File: src/rtl/br_credit_receiver_fifo_flops.sv
// Credit receiver with a flop-based FIFO.
// Terminates a credit/valid link and buffers the accepted beats. Each beat that
// leaves through the ready/valid pop side earns back one credit for the sender.
module br_credit_receiver_fifo_flops #(
  parameter int unsigned Width               = 1,
  parameter int unsigned Depth               = 2,
  parameter int unsigned PushCreditMaxChange = 1,
  parameter bit          RegisterPushOutputs = 1'b0,
  localparam int unsigned CounterWidth       = $clog2(Depth + 1),
  localparam int unsigned PushCreditWidth    = $clog2(PushCreditMaxChange + 1),
  localparam int unsigned CountWidth         = $clog2(Depth + 1)
) (
  input  logic                       clk,
  input  logic                       rst_n,
  input  logic                       push_sender_in_reset,
  output logic                       push_receiver_in_reset,
  input  logic                       push_credit_stall,
  output logic [PushCreditWidth-1:0] push_credit,
  input  logic                       push_valid,
  input  logic [Width-1:0]           push_data,
  input  logic [CounterWidth-1:0]    credit_initial_push,
  input  logic [CounterWidth-1:0]    credit_withhold_push,
  output logic [CounterWidth-1:0]    credit_count_push,
  output logic [CounterWidth-1:0]    credit_available_push,
  input  logic                       pop_ready,
  output logic                       pop_valid,
  output logic [Width-1:0]           pop_data,
  output logic [CountWidth-1:0]      items,
  output logic                       full,
  output logic                       empty
);

  localparam int unsigned PtrWidth = (Depth > 1) ? $clog2(Depth) : 1;
  localparam int unsigned SumWidth = CounterWidth + 1;

  // Advance a pointer, wrapping at Depth so non-power-of-2 depths work.
  function automatic logic [PtrWidth-1:0] ptr_inc(input logic [PtrWidth-1:0] ptr);
    return (ptr == PtrWidth'(Depth - 1)) ? '0 : ptr + 1'b1;
  endfunction

  logic                    in_reset_q;
  logic [CounterWidth-1:0] count_q, count_d;
  logic [CounterWidth-1:0] avail;
  logic [CounterWidth-1:0] max_change;
  logic [CounterWidth-1:0] credit_comb;
  logic [SumWidth-1:0]     count_sum;
  logic                    credit_block;

  logic [Width-1:0]        mem [Depth];
  logic [PtrWidth-1:0]     wr_ptr_q, rd_ptr_q;
  logic [CountWidth-1:0]   items_q, items_d;
  logic                    push_req, push_en, pop_beat;

  // FIFO status and handshake decode.
  always_comb begin
    pop_valid = (items_q != '0);
    pop_beat  = pop_valid & pop_ready;
    full      = (items_q == CountWidth'(Depth));
    empty     = (items_q == '0);
    // Beats arriving while the sender is in reset are not real traffic.
    push_req  = push_valid & ~push_sender_in_reset;
    // A push into a full FIFO only lands if the head leaves in the same cycle.
    push_en   = push_req & (~full | pop_beat);
    items_d   = items_q;
    unique case ({push_en, pop_beat})
      2'b10:   items_d = items_q + 1'b1;
      2'b01:   items_d = items_q - 1'b1;
      default: items_d = items_q;
    endcase
  end

  // Credit availability, release and counter next state.
  always_comb begin
    avail        = (count_q > credit_withhold_push) ? count_q - credit_withhold_push : '0;
    max_change   = CounterWidth'(PushCreditMaxChange);
    // No credits leave while either side of the link is in reset or stalled.
    credit_block = ~rst_n | in_reset_q | push_sender_in_reset | push_credit_stall;
    credit_comb  = '0;
    if (!credit_block) begin
      credit_comb = (avail < max_change) ? avail : max_change;
    end
    // A pop and a release in the same cycle are netted in one update.
    count_sum = {1'b0, count_q} + SumWidth'(pop_beat) - {1'b0, credit_comb};
    count_d   = count_sum[CounterWidth-1:0];
  end

  // Credit counter and in-reset flag.
  always_ff @(posedge clk) begin
    if (!rst_n) begin
      in_reset_q <= 1'b1;
      count_q    <= credit_initial_push;
    end else begin
      in_reset_q <= 1'b0;
      count_q    <= count_d;
    end
  end

  // FIFO pointers and occupancy.
  always_ff @(posedge clk) begin
    if (!rst_n) begin
      wr_ptr_q <= '0;
      rd_ptr_q <= '0;
      items_q  <= '0;
    end else begin
      if (push_en) wr_ptr_q <= ptr_inc(wr_ptr_q);
      if (pop_beat) rd_ptr_q <= ptr_inc(rd_ptr_q);
      items_q <= items_d;
    end
  end

  // Storage array; contents are don't-care until written.
  always_ff @(posedge clk) begin
    if (push_en) mem[wr_ptr_q] <= push_data;
  end

  // Protocol checks: credit bookkeeping never exceeds Depth, sender never overruns.
  always_ff @(posedge clk) begin
    if (rst_n) begin
      assert (count_sum <= SumWidth'(Depth))
        else $error("credit counter exceeds Depth");
      assert (!(push_req && full && !pop_beat))
        else $error("push while full without pop");
    end
  end

  assign pop_data              = mem[rd_ptr_q];
  assign items                 = items_q;
  assign credit_count_push     = count_q;
  assign credit_available_push = avail;

  if (RegisterPushOutputs) begin : g_reg_out
    logic [PushCreditWidth-1:0] push_credit_q;
    logic                       in_reset_out_q;

    // Extra stage on the credit return path; the counter still uses the comb value.
    always_ff @(posedge clk) begin
      if (!rst_n) begin
        push_credit_q  <= '0;
        in_reset_out_q <= 1'b1;
      end else begin
        push_credit_q  <= PushCreditWidth'(credit_comb);
        in_reset_out_q <= in_reset_q;
      end
    end

    assign push_credit            = push_credit_q;
    assign push_receiver_in_reset = in_reset_out_q;
  end else begin : g_comb_out
    assign push_credit            = PushCreditWidth'(credit_comb);
    assign push_receiver_in_reset = in_reset_q;
  end

endmodule
File: config.mk
export PLATFORM = sky130hd
export DESIGN_NAME = br_credit_receiver_fifo_flops
export DESIGN_NICKNAME = d
export VERILOG_FILES = /design/src/rtl/br_credit_receiver_fifo_flops.sv
export SDC_FILE = /design/constraint.sdc
export NUM_CORES = 1
export LEC_CHECK = 0
export BUFFER_PORTS_ARGS = -buffer_cell sky130_fd_sc_hd__buf_2
export CORE_AREA = 2 2 39 41
export DETAILED_ROUTE_END_ITERATION = 10
export DIE_AREA = 0 0 41 43
export PLACE_DENSITY = 0.75
export SLEW_MARGIN = 20
export SYNTH_ARGS = -nofsm -noshare
export SYNTH_HDL_FRONTEND = slang
export SYNTH_SLANG_ARGS = --single-unit
File: constraint.sdc
create_clock -name clk -period 2.6 [get_ports clk]
set_input_delay 0 -clock clk [delete_from_list [all_inputs] [get_ports clk]]
set_output_delay 0 -clock clk [all_outputs]
set_load 0.01 [all_outputs]
# == After elaboration in Yosys (flattened, before gate mapping) ==
# Memories as Yosys holds them, arrays and structs flattened. A register that Yosys moved wholly into a read port is not among the register bits.
# Index checks and enable logic that the tools add are counted.
# op_classes
n_addsub,7
n_lt_le_gt_ge,2
n_eq_ne,3
mux,12
bitwise,10
reduce_logical,3
# op_table
op,n
two-way mux 2 bit,4
two-way mux 1 bit,7
== test 2 bit (second input constant),2
bitwise OR 1 bit,4
case mux 2 bit (2 select lines),1
nonzero test 2 bit,2
subtractor 2 bit,2
AND 1 bit,3
inverter 1 bit,3
adder 1 bit (second input constant),2
adder 2 x 1 -> 2 bit,1
adder 2 x 1 -> 2 bit (second input constant),1
== test 2 x 1 -> 1 bit (second input constant),1
> comparator 2 bit,1
zero test 2 bit,1
< comparator 2 x 1 -> 1 bit (second input constant),1
subtractor 2 x 1 -> 2 bit (second input constant),1
# word_totals
reg_bits,7
mem_bits_rw,2
in_bits,11
output_inout_bits,12
elab_cells,43
memories,1
# mem_list
name,depth,word_bits,rd,rd_ports_with_merged_regs,write_ports,line_no,text
mem,2,1,1,1,1,49,logic [Width-1:0] mem [Depth];

# == Depth between registers and ports, before layout ==
# Gate-level depths: netlist (run 1).
# depth
depth_word,7
ltp_mapped,13
depth_no_buf,13

# == Worst setup path before layout (run 1) ==
# No wires, ideal clock.
# synth_path
path_type,register to register
startpoint,"register count_q[0], in the netlist credit_count_push[0]"
endpoint,"register count_q[1], in the netlist credit_count_push[1]"
setup_ns,0.121
t_arrival_ns,2.406
required_time_ns,2.479
slack_ns,0.073
path_stages_with_launch,14
path_buffers,0
synth_period_minus_slack_ns,2.527
path_cell_list,dfxtp_1 -> inv_1 -> ha_1 -> inv_1 -> fa_1 -> nand2_1 -> a21oi_1 -> o21a_1 -> ha_1 -> inv_1 -> ha_1 -> xnor2_1 -> xnor2_1 -> mux2_2
# synth_via
elab_chain_cells,7
word_cells_on_any_way,9
classes_between,add/sub (3); order compare (2); mux (4)
# synth_lines
element,line_no,text
"start, declared",42,"logic [CounterWidth-1:0] count_q, count_d;"
"start signal, assigned",91,count_q <= credit_initial_push;
"start signal, assigned",94,count_q <= count_d;
subtractor 2 bit / > comparator 2 bit (equally long branches),74,avail = (count_q > credit_withhold_push) ? count_q - credit_withhold_push : '0;
two-way mux 2 bit *,74,
net credit_available_push[1],24,"output logic [CounterWidth-1:0] credit_available_push,"
< comparator 2 x 1 -> 1 bit *,80,credit_comb = (avail < max_change) ? avail : max_change;
two-way mux 2 bit *,80,
two-way mux 2 bit *,79,if (!credit_block) begin
net push_credit,18,"output logic [PushCreditWidth-1:0] push_credit,"
subtractor 2 bit *,83,"count_sum = {1'b0, count_q} + SumWidth'(pop_beat) - {1'b0, credit_comb};"
two-way mux 2 bit *,89,if (!rst_n) begin
# Mark *: on every way through the listed nets, which the timed path passes. The rest lies on a longest branch.
# A chain may end at the register's enable or synchronous reset.

# == Final worst setup path (run 1) ==
# layout_path
startpoint,"register count_q[0], in the netlist credit_count_push[0]"
endpoint,"register count_q[1], in the netlist credit_count_push[1]"
# layout_via
elab_chain_cells,7
word_cells_on_any_way,9
classes_between,add/sub (3); order compare (2); mux (4)
# layout_lines
element,line_no
subtractor 2 bit / > comparator 2 bit (equally long branches),74
two-way mux 2 bit,74
< comparator 2 x 1 -> 1 bit,80
two-way mux 2 bit,80
two-way mux 2 bit,79
subtractor 2 bit *,83
two-way mux 2 bit *,89
# Mark *: on every way between the ends. The rest lies on a longest branch, timed or not.

==> results of run 1 <==
-- through the flow --
step | worst slack [ns] | hold slack (ns)
floorplan | 0.0731 | 0.0989
global placement | 0.184 | 0.195
detailed placement | 0.142 | 0.194
CTS | 0.117 | 0.0304
global route | 0.00319 | 0.0453
finish | 0.135 | 0.0345
-- area by class of cell --
type / instances / area (um^2) / area share
clock buffer: 4 / 36.3 / 0.0471
multi-input combinational: 37 / 320 / 0.416
tap: 16 / 20.0 / 0.0260
timing repair buffer: 25 / 140 / 0.182
inverter: 9 / 33.8 / 0.0438
sequential: 10 / 220 / 0.286
-- routing by layer --
| metal | up-vias | global-route usage |
|---|---|---|
| met5 | - | 0 |
| met2 | 10 | 0.234 |
| met3 | 2 | 0.0471 |
| li1 | 246 | - |
| met1 | 205 | 0.173 |
| met4 | 0 | 0.0800 |
-- path summary, 6_finish.rpt --
| path | from | slack [ns] | cells after the start | to |
|---|---|---|---|---|
| hold / removal | rst_n | 0.03 | 2 | items[0] |
| hold reg to reg | wr_ptr_q | 0.48 | 2 | wr_ptr_q |
| setup reg to reg | credit_count_push[0] | 0.13 | 13 | credit_count_push[1] |
| setup / recovery | credit_count_push[0] | 0.13 | 13 | credit_count_push[1] |
-- state kept, by name, indices dropped and copies added, names as in the netlist, named ones only --
name	count
credit_count_push	2
items	2
mem	2
push_receiver_in_reset	1
rd_ptr_q	1
wr_ptr_q	1
-- kinds of logic after synthesis --
logic type               Yosys count  share of synthesized area
multiplexers                       4                     0.0762
buffers and inverters              9                     0.0588
flip-flops                        10                      0.383
adder cells (fa/ha/maj)            5                      0.122
XOR/XNOR                           4                     0.0610
AND/OR/NAND/NOR                   15                      0.155
AO/OA/AOI/OAI                      9                      0.144
-- power by group --
group	leakage (uW)	switching, uW	total [uW]	internal [uW]
Clock	0.0000210	54.9	140	84.9
Sequential	0.0000846	11.5	183	171
Combinational	0.000276	55.8	111	55.2
Total	0.000381	122	434	312
-- Yosys cell counts (2+ instances only) --
| cell type | count | area share |
|---|---|---|
| edfxtp_1 | 2 | 0.10 |
| o21ai_1 | 2 | 0.017 |
| ha_1 | 4 | 0.087 |
| xnor2_1 | 3 | 0.046 |
| a21oi_1 | 2 | 0.017 |
| nand2_1 | 4 | 0.026 |
| nor2_1 | 4 | 0.026 |
| dfxtp_1 | 8 | 0.28 |
| nor2b_1 | 2 | 0.022 |
| inv_1 | 8 | 0.052 |
| mux2_2 | 2 | 0.039 |
-- worst reg2reg max path, cell delays in order, from the launching register on --
cell and delay (ns):
dfxtp_1 0.35, inv_1 0.05, ha_1 0.16, inv_1 0.06, fa_1 0.41, nand2_1 0.08, a21oi_1 0.05, o21a_1 0.18
ha_1 0.27, inv_1 0.04, ha_1 0.18, xnor2_1 0.13, xnor2_1 0.12, mux2_2 0.27
==> reports/qor.csv, run 1 <==
stage,metric,value,unit
sta,fin_crit,2.47,ns
cells_and_area,drive_gt1_frac,0.388,
pwr,ir_drop,221,uV
drt,drt_iter0_drc,3,
setup_path,path_max_fanout,3,
cells_and_area,n_antenna_cell,0,
yosys,syn_nets,72,
setup_path,end_kind,flip-flop,
cells_and_area,final_common_cell,buf_2,
cells_and_area,final_util,0.557,
global_routing,grt_pass1_vias,436,
yosys,synth-seq-cells,10,
sta,slew_headroom,0.790,
sta,worst_pin_slew,0.312,ns
run,maxCapViolCount,0,
floorplanning,rows,14,
yosys,syn_inst,56,
setup_path,cp.arrival,2.62,ns
yosys,synth-edff-count,2,
yosys,avgSynthCellArea,10.3,um^2
cells_and_area,fin_area,771,um^2
floorplanning,die_w,41,um
drt,top_layer_used,met4,
yosys,ys_warn_count,0,
floorplanning,die_h,43,um
run_status,status,finished clean,
clocking,clk_latency,0.26,ns
global_routing,grt_pass1_wl,1740,um
clocking,cts-root-buf,clkbuf_4,
cells_and_area,fin_cells,101,
placed_design,portBuffers,22,
placed_design,hpwl,856,um
clocking,cts_tree,yes,
clocking,path_clk_slew,0.07,ns
floorplanning,dieArea,1760,um^2
drt,wl_met3,41,um
yosys,syn_area,574,um^2
pwr,cellPowerDensity,563,nW/um^2
clocking,holdBufCountCts,3,
pwr,finalPower,434,uW
placed_design,placed_area,704,um^2
clocking,cts_htree_levels,1,
yosys,synth_cell_types,26,
setup_path,path_buf_inv,3,
clocking,cts_sinks,10,
setup_path,critPathTopFamily,adder cells,
drt,drc,0,
sta,tns,0,ns
sta,min_period_over_period,0.948,
cells_and_area,fillers,132,
drt,routed_wl,1070,um
sta,hold_violations,0,
placed_design,placed_cells,94,
setup_path,worst_path_largest_cell_delay,0.41,ns
setup_path,cpMaxStageDelayCell,fa_1,
setup_path,crit_required,2.75,ns
cells_and_area,nNetsFinal,102,
drt,antenna_left,0,
sta,max_freq,406,MHz
cells_and_area,mostFrequentLayoutCells,"buf_2 (22), inv_1 (8), dfxtp_1 (8)",
yosys,synthFlopType,dfxtp_1,
drt,dr.pass1.iters,2,
drt,routed_via_density,4.58,
placed_design,gp_congestion,0.754,
clocking,clock_path_buffers,2,
global_routing,grt_remaining_overflow,0,
clocking,cts_setup_buffers,0,
floorplanning,core,1380,um^2
setup_path,worst-setup-path-type,flip-flop to flip-flop,
global_routing,grt_usage,0.150,
cells_and_area,syn_to_final_growth,34.2,%
floorplanning,initial_core_util,0.415,
hold_path,min_path_type,input pin to flip-flop,
setup_path,path_cells,inv_1 > ha_1 > inv_1 > fa_1 > nand2_1 > a21oi_1 > o21a_1 > ha_1 > inv_1 > ha_1 > xnor2_1 > xnor2_1 > mux2_2,
yosys,async_reset_ff_frac,0,
setup_path,startpoint_type,flip-flop,
pwr,total_leakage_power,0.000381,uW
clocking,cts_buffers,3,
drt,wl_per_cell,10.6,um
yosys,ys_seq_area_frac,0.383,
sta,finalMaxSlewViolations,0,
sta,finalClockSkew,0.000742,ns
drt,drt-met1-wl,457,um
drt,met2_length,558,um
global_routing,antenna_found_initial,0,
drt,via_count,463,
global_routing,grt_max_degree,10,
clocking,ctsResizeCount,0,
sta,rsz0062_at_grt,no,
sta,setup_viol,0,
floorplanning,ioPinCount,23,
No activity file was read; power rests on OpenSTA's default activity.
==> inputs of run 2 (changes only) <==
--- a/config.mk
+++ b/config.mk
@@ -5,10 +5,10 @@
 export SDC_FILE = /design/constraint.sdc
 export NUM_CORES = 1
 export LEC_CHECK = 0
+export ABC_AREA = 1
 export BUFFER_PORTS_ARGS = -buffer_cell sky130_fd_sc_hd__buf_2
-export CORE_AREA = 2 2 39 41
+export CORE_UTILIZATION = 41
 export DETAILED_ROUTE_END_ITERATION = 10
-export DIE_AREA = 0 0 41 43
 export PLACE_DENSITY = 0.75
 export SLEW_MARGIN = 20
 export SYNTH_ARGS = -nofsm -noshare
==> constraint.sdc (replaced) <==
create_clock -name clk -period 2.2 [get_ports clk]
set_input_delay 0 -clock clk [delete_from_list [all_inputs] [get_ports clk]]
set_output_delay 0 -clock clk [all_outputs]
set_load 0.01 [all_outputs]
==> reports/qor.csv, run 2 <==
stage,metric,value,unit
sta,worst_pin_slew,0.247,ns
clocking,cts_sinks,10,
global_routing,antenna_found_initial,0,
cells_and_area,n_antenna_cell,0,
setup_path,endpoint,credit_count_push[1],
drt,drt_iter0_drc,2,
sta,max_freq,456,MHz
hold_path,whs_path_depth,3,
pwr,p_int,341,uW
setup_path,r2r-end,credit_count_push[1],
global_routing,grt_remaining_overflow,0,
drt,antenna_left,0,
sta,slew_headroom,0.835,
yosys,syn_nets,87,
yosys,syn_area,584,um^2
setup_path,r2r-start,credit_count_push[0],
clocking,path_clk_slew,0.06,ns
drt,routed_wl,1130,um
clocking,cts_tree,yes,
sta,fin_crit,2.19,ns
setup_path,crit_required,2.34,ns
cells_and_area,final_common_cell,buf_2,
pwr,cellPowerDensity,618,nW/um^2
placed_design,gp_congestion,0.719,
sta,hold_violations,0,
clocking,cts_htree_levels,1,
drt,via_count,542,
setup_path,end_kind,flip-flop,
sta,min_period_over_period,0.997,
clocking,cts_buffers,3,
run,maxCapViolCount,0,
drt,dr.pass1.iters,4,
sta,setup_slack,0.00582,ns
yosys,synth-seq-cells,10,
yosys,avgSynthCellArea,8.23,um^2
setup_path,crit_start,credit_count_push[0],
setup_path,cp.arrival,2.34,ns
cells_and_area,syn_to_final_growth,36.6,%
pwr,ir_drop,355,uV
yosys,async_reset_ff_frac,0,
sta,finalMaxSlewViolations,0,
drt,routed_via_density,4.67,
sta,fin_hold_ws,0.00879,ns
clocking,clock_path_buffers,2,
setup_path,startpoint_type,flip-flop,
global_routing,grt_pass1_vias,409,
yosys,yosys-top-cells-count,"nand2_1 (14), inv_1 (11), dfxtp_1 (8), nor2_1 (7)",
setup_path,rrSetupSlack,0.006,ns
run_status,status,finished clean,
pwr,power_frac_seq,0.438,
floorplanning,die_w,39.8,um
yosys,synth-edff-count,2,
drt,drc,0,
pwr,total_leakage_power,0.000436,uW
setup_path,reg2reg_depth,12,
global_routing,grt_usage,0.152,
pwr,clock_power_share,0.259,
setup_path,path_max_fanout,3,
cells_and_area,mostFrequentLayoutCells,"buf_2 (22), nand2_1 (13), inv_1 (9)",
placed_design,dpl_worst_slack,0.0316,ns
global_routing,grt_max_degree,8,
placed_design,hpwl,879,um
hold_path,min_path_type,input pin to flip-flop,
yosys,ys_warn_count,0,
global_routing,grt_pass1_wl,1570,um
cells_and_area,fillers,119,
placed_design,placed_cells,108,
pwr,p_comb_frac,0.302,
floorplanning,initial_core_util,0.443,
floorplanning,rows,13,
floorplanning,ioPinCount,23,
cells_and_area,drive_gt1_frac,0.446,
yosys,synthFlopType,dfxtp_1,
pwr,finalPower,493,uW
sta,finalClockSkew,0.00323,ns
sta,setup_viol,0,
yosys,syn_inst,71,
floorplanning,core,1320,um^2
pwr,swShare,0.308,
clocking,clk_latency,0.25,ns
yosys,synth_area_leader_cell,dfxtp_1,
yosys,synth_top_area_frac,0.274,
yosys,synth_most_common_cell,nand2_1,
yosys,synth_area_leaders,"dfxtp_1 (27%), edfxtp_1 (10%), nand2_1 (9.0%), ha_1 (8.6%), inv_1 (7.1%)",
drt,wl_per_cell,9.72,um
placed_design,portBuffers,22,
pwr,p_switching,152,uW
sta,rsz0062_at_grt,yes,
cells_and_area,fin_cells,116,
cells_and_area,nNetsFinal,118,
yosys,ys_seq_area_frac,0.377,
yosys,synth_cell_types,23,
floorplanning,dieArea,1580,um^2
setup_path,worst-setup-path-type,flip-flop to flip-flop,
floorplanning,die_h,39.8,um
clocking,cts-root-buf,clkbuf_4,
sta,tns,0,ns
==> run 2: cell types whose count changed in the layout (fill, tap and decap cells not counted), moves of 2 or more <==
cell     change
nor2_1       +2
nand2_4      +2
ha_1         -2
nor2b_1      -2
nor2_2       +3
xnor2_1      -2
nand2_1      +9
inv_2        +5
==> run 2: layer usage <==
metal / up-vias / track usage / wire (um)
met3: 2 / 0.0341 / 71
met4: 0 / 0.0776 / 16
met5: - / 0 / 0
met1: 240 / 0.167 / 469
met2: 18 / 0.266 / 569
li1: 282 / - / -
==> run 2: power groups by stage <==
stage	Clock [uW]	Combinational, uW	Sequential, uW
after floorplan	0	76.7	222
after global placement	0	122	219
after detailed placement	0	127	220
after CTS	130	131	216
after global routing	136	168	218
final	128	149	216
==> run 2: cell type report <==
cell class                      count  area, um^2  area share
Multi-Input combinational cell     46         328       0.411
Tap cell                           15        18.8      0.0235
Sequential cell                    10         221       0.277
Clock buffer                        4        26.3      0.0329
Timing Repair Buffer               26         148       0.185
Inverter                           15        56.3      0.0705
==> run 2: timing repair <==
item / 4_1_cts / 5_1_grt
setup endpoints to repair: 0 / 1
setup buffers: 0 / 1
hold endpoints to repair: 4 / 0
hold buffers: 3 / 0
gates resized for setup: 0 / 8
==> run 2: stage by stage <==
| stage | cell area [um^2] | util |
|---|---|---|
| finish | 798 | 0.606 |
| global route | 798 | 0.606 |
| CTS | 771 | 0.585 |
| detailed placement | 714 | 0.542 |
| global placement | 714 | 0.542 |
| floorplan | 586 | - |
==> run 2: worst max-delay path, stage by stage, from the launching register on <==
cell and delay (ns):
dfxtp_2 0.33, inv_2 0.07, ha_4 0.13, inv_2 0.03, fa_1 0.53, inv_1 0.05, nor2_2 0.10, o21a_1 0.16
ha_1 0.23, inv_1 0.06, ha_2 0.17, xor2_1 0.15, o21ai_1 0.08
==> run 2: how the worst min path moves through the flow <==
| stage | startpoint | to | slack (ns) |
|---|---|---|---|
| 2_1_floorplan | rst_n | push_receiver_in_reset | 0.1 |
| 3_3_place_gp | credit_initial_push[0] | credit_count_push[0] | 0.19 |
| 3_5_place_dp | push_data | mem[1] | 0.19 |
| 4_1_cts | rst_n | credit_count_push[0] | 0.003 |
| 5_1_grt | rst_n | items[0] | 0.01 |
| 6_report | rst_n | credit_count_push[0] | 0.009 |
==> run 2: kinds of logic after synthesis <==
kind of cell	after synthesis	synth area share
flip-flops	10	0.377
XOR/XNOR	2	0.0300
AND/OR/NAND/NOR	29	0.268
multiplexers	1	0.0193
AO/OA/AOI/OAI	9	0.0899
buffers and inverters	15	0.0964
adder cells (fa/ha/maj)	5	0.120
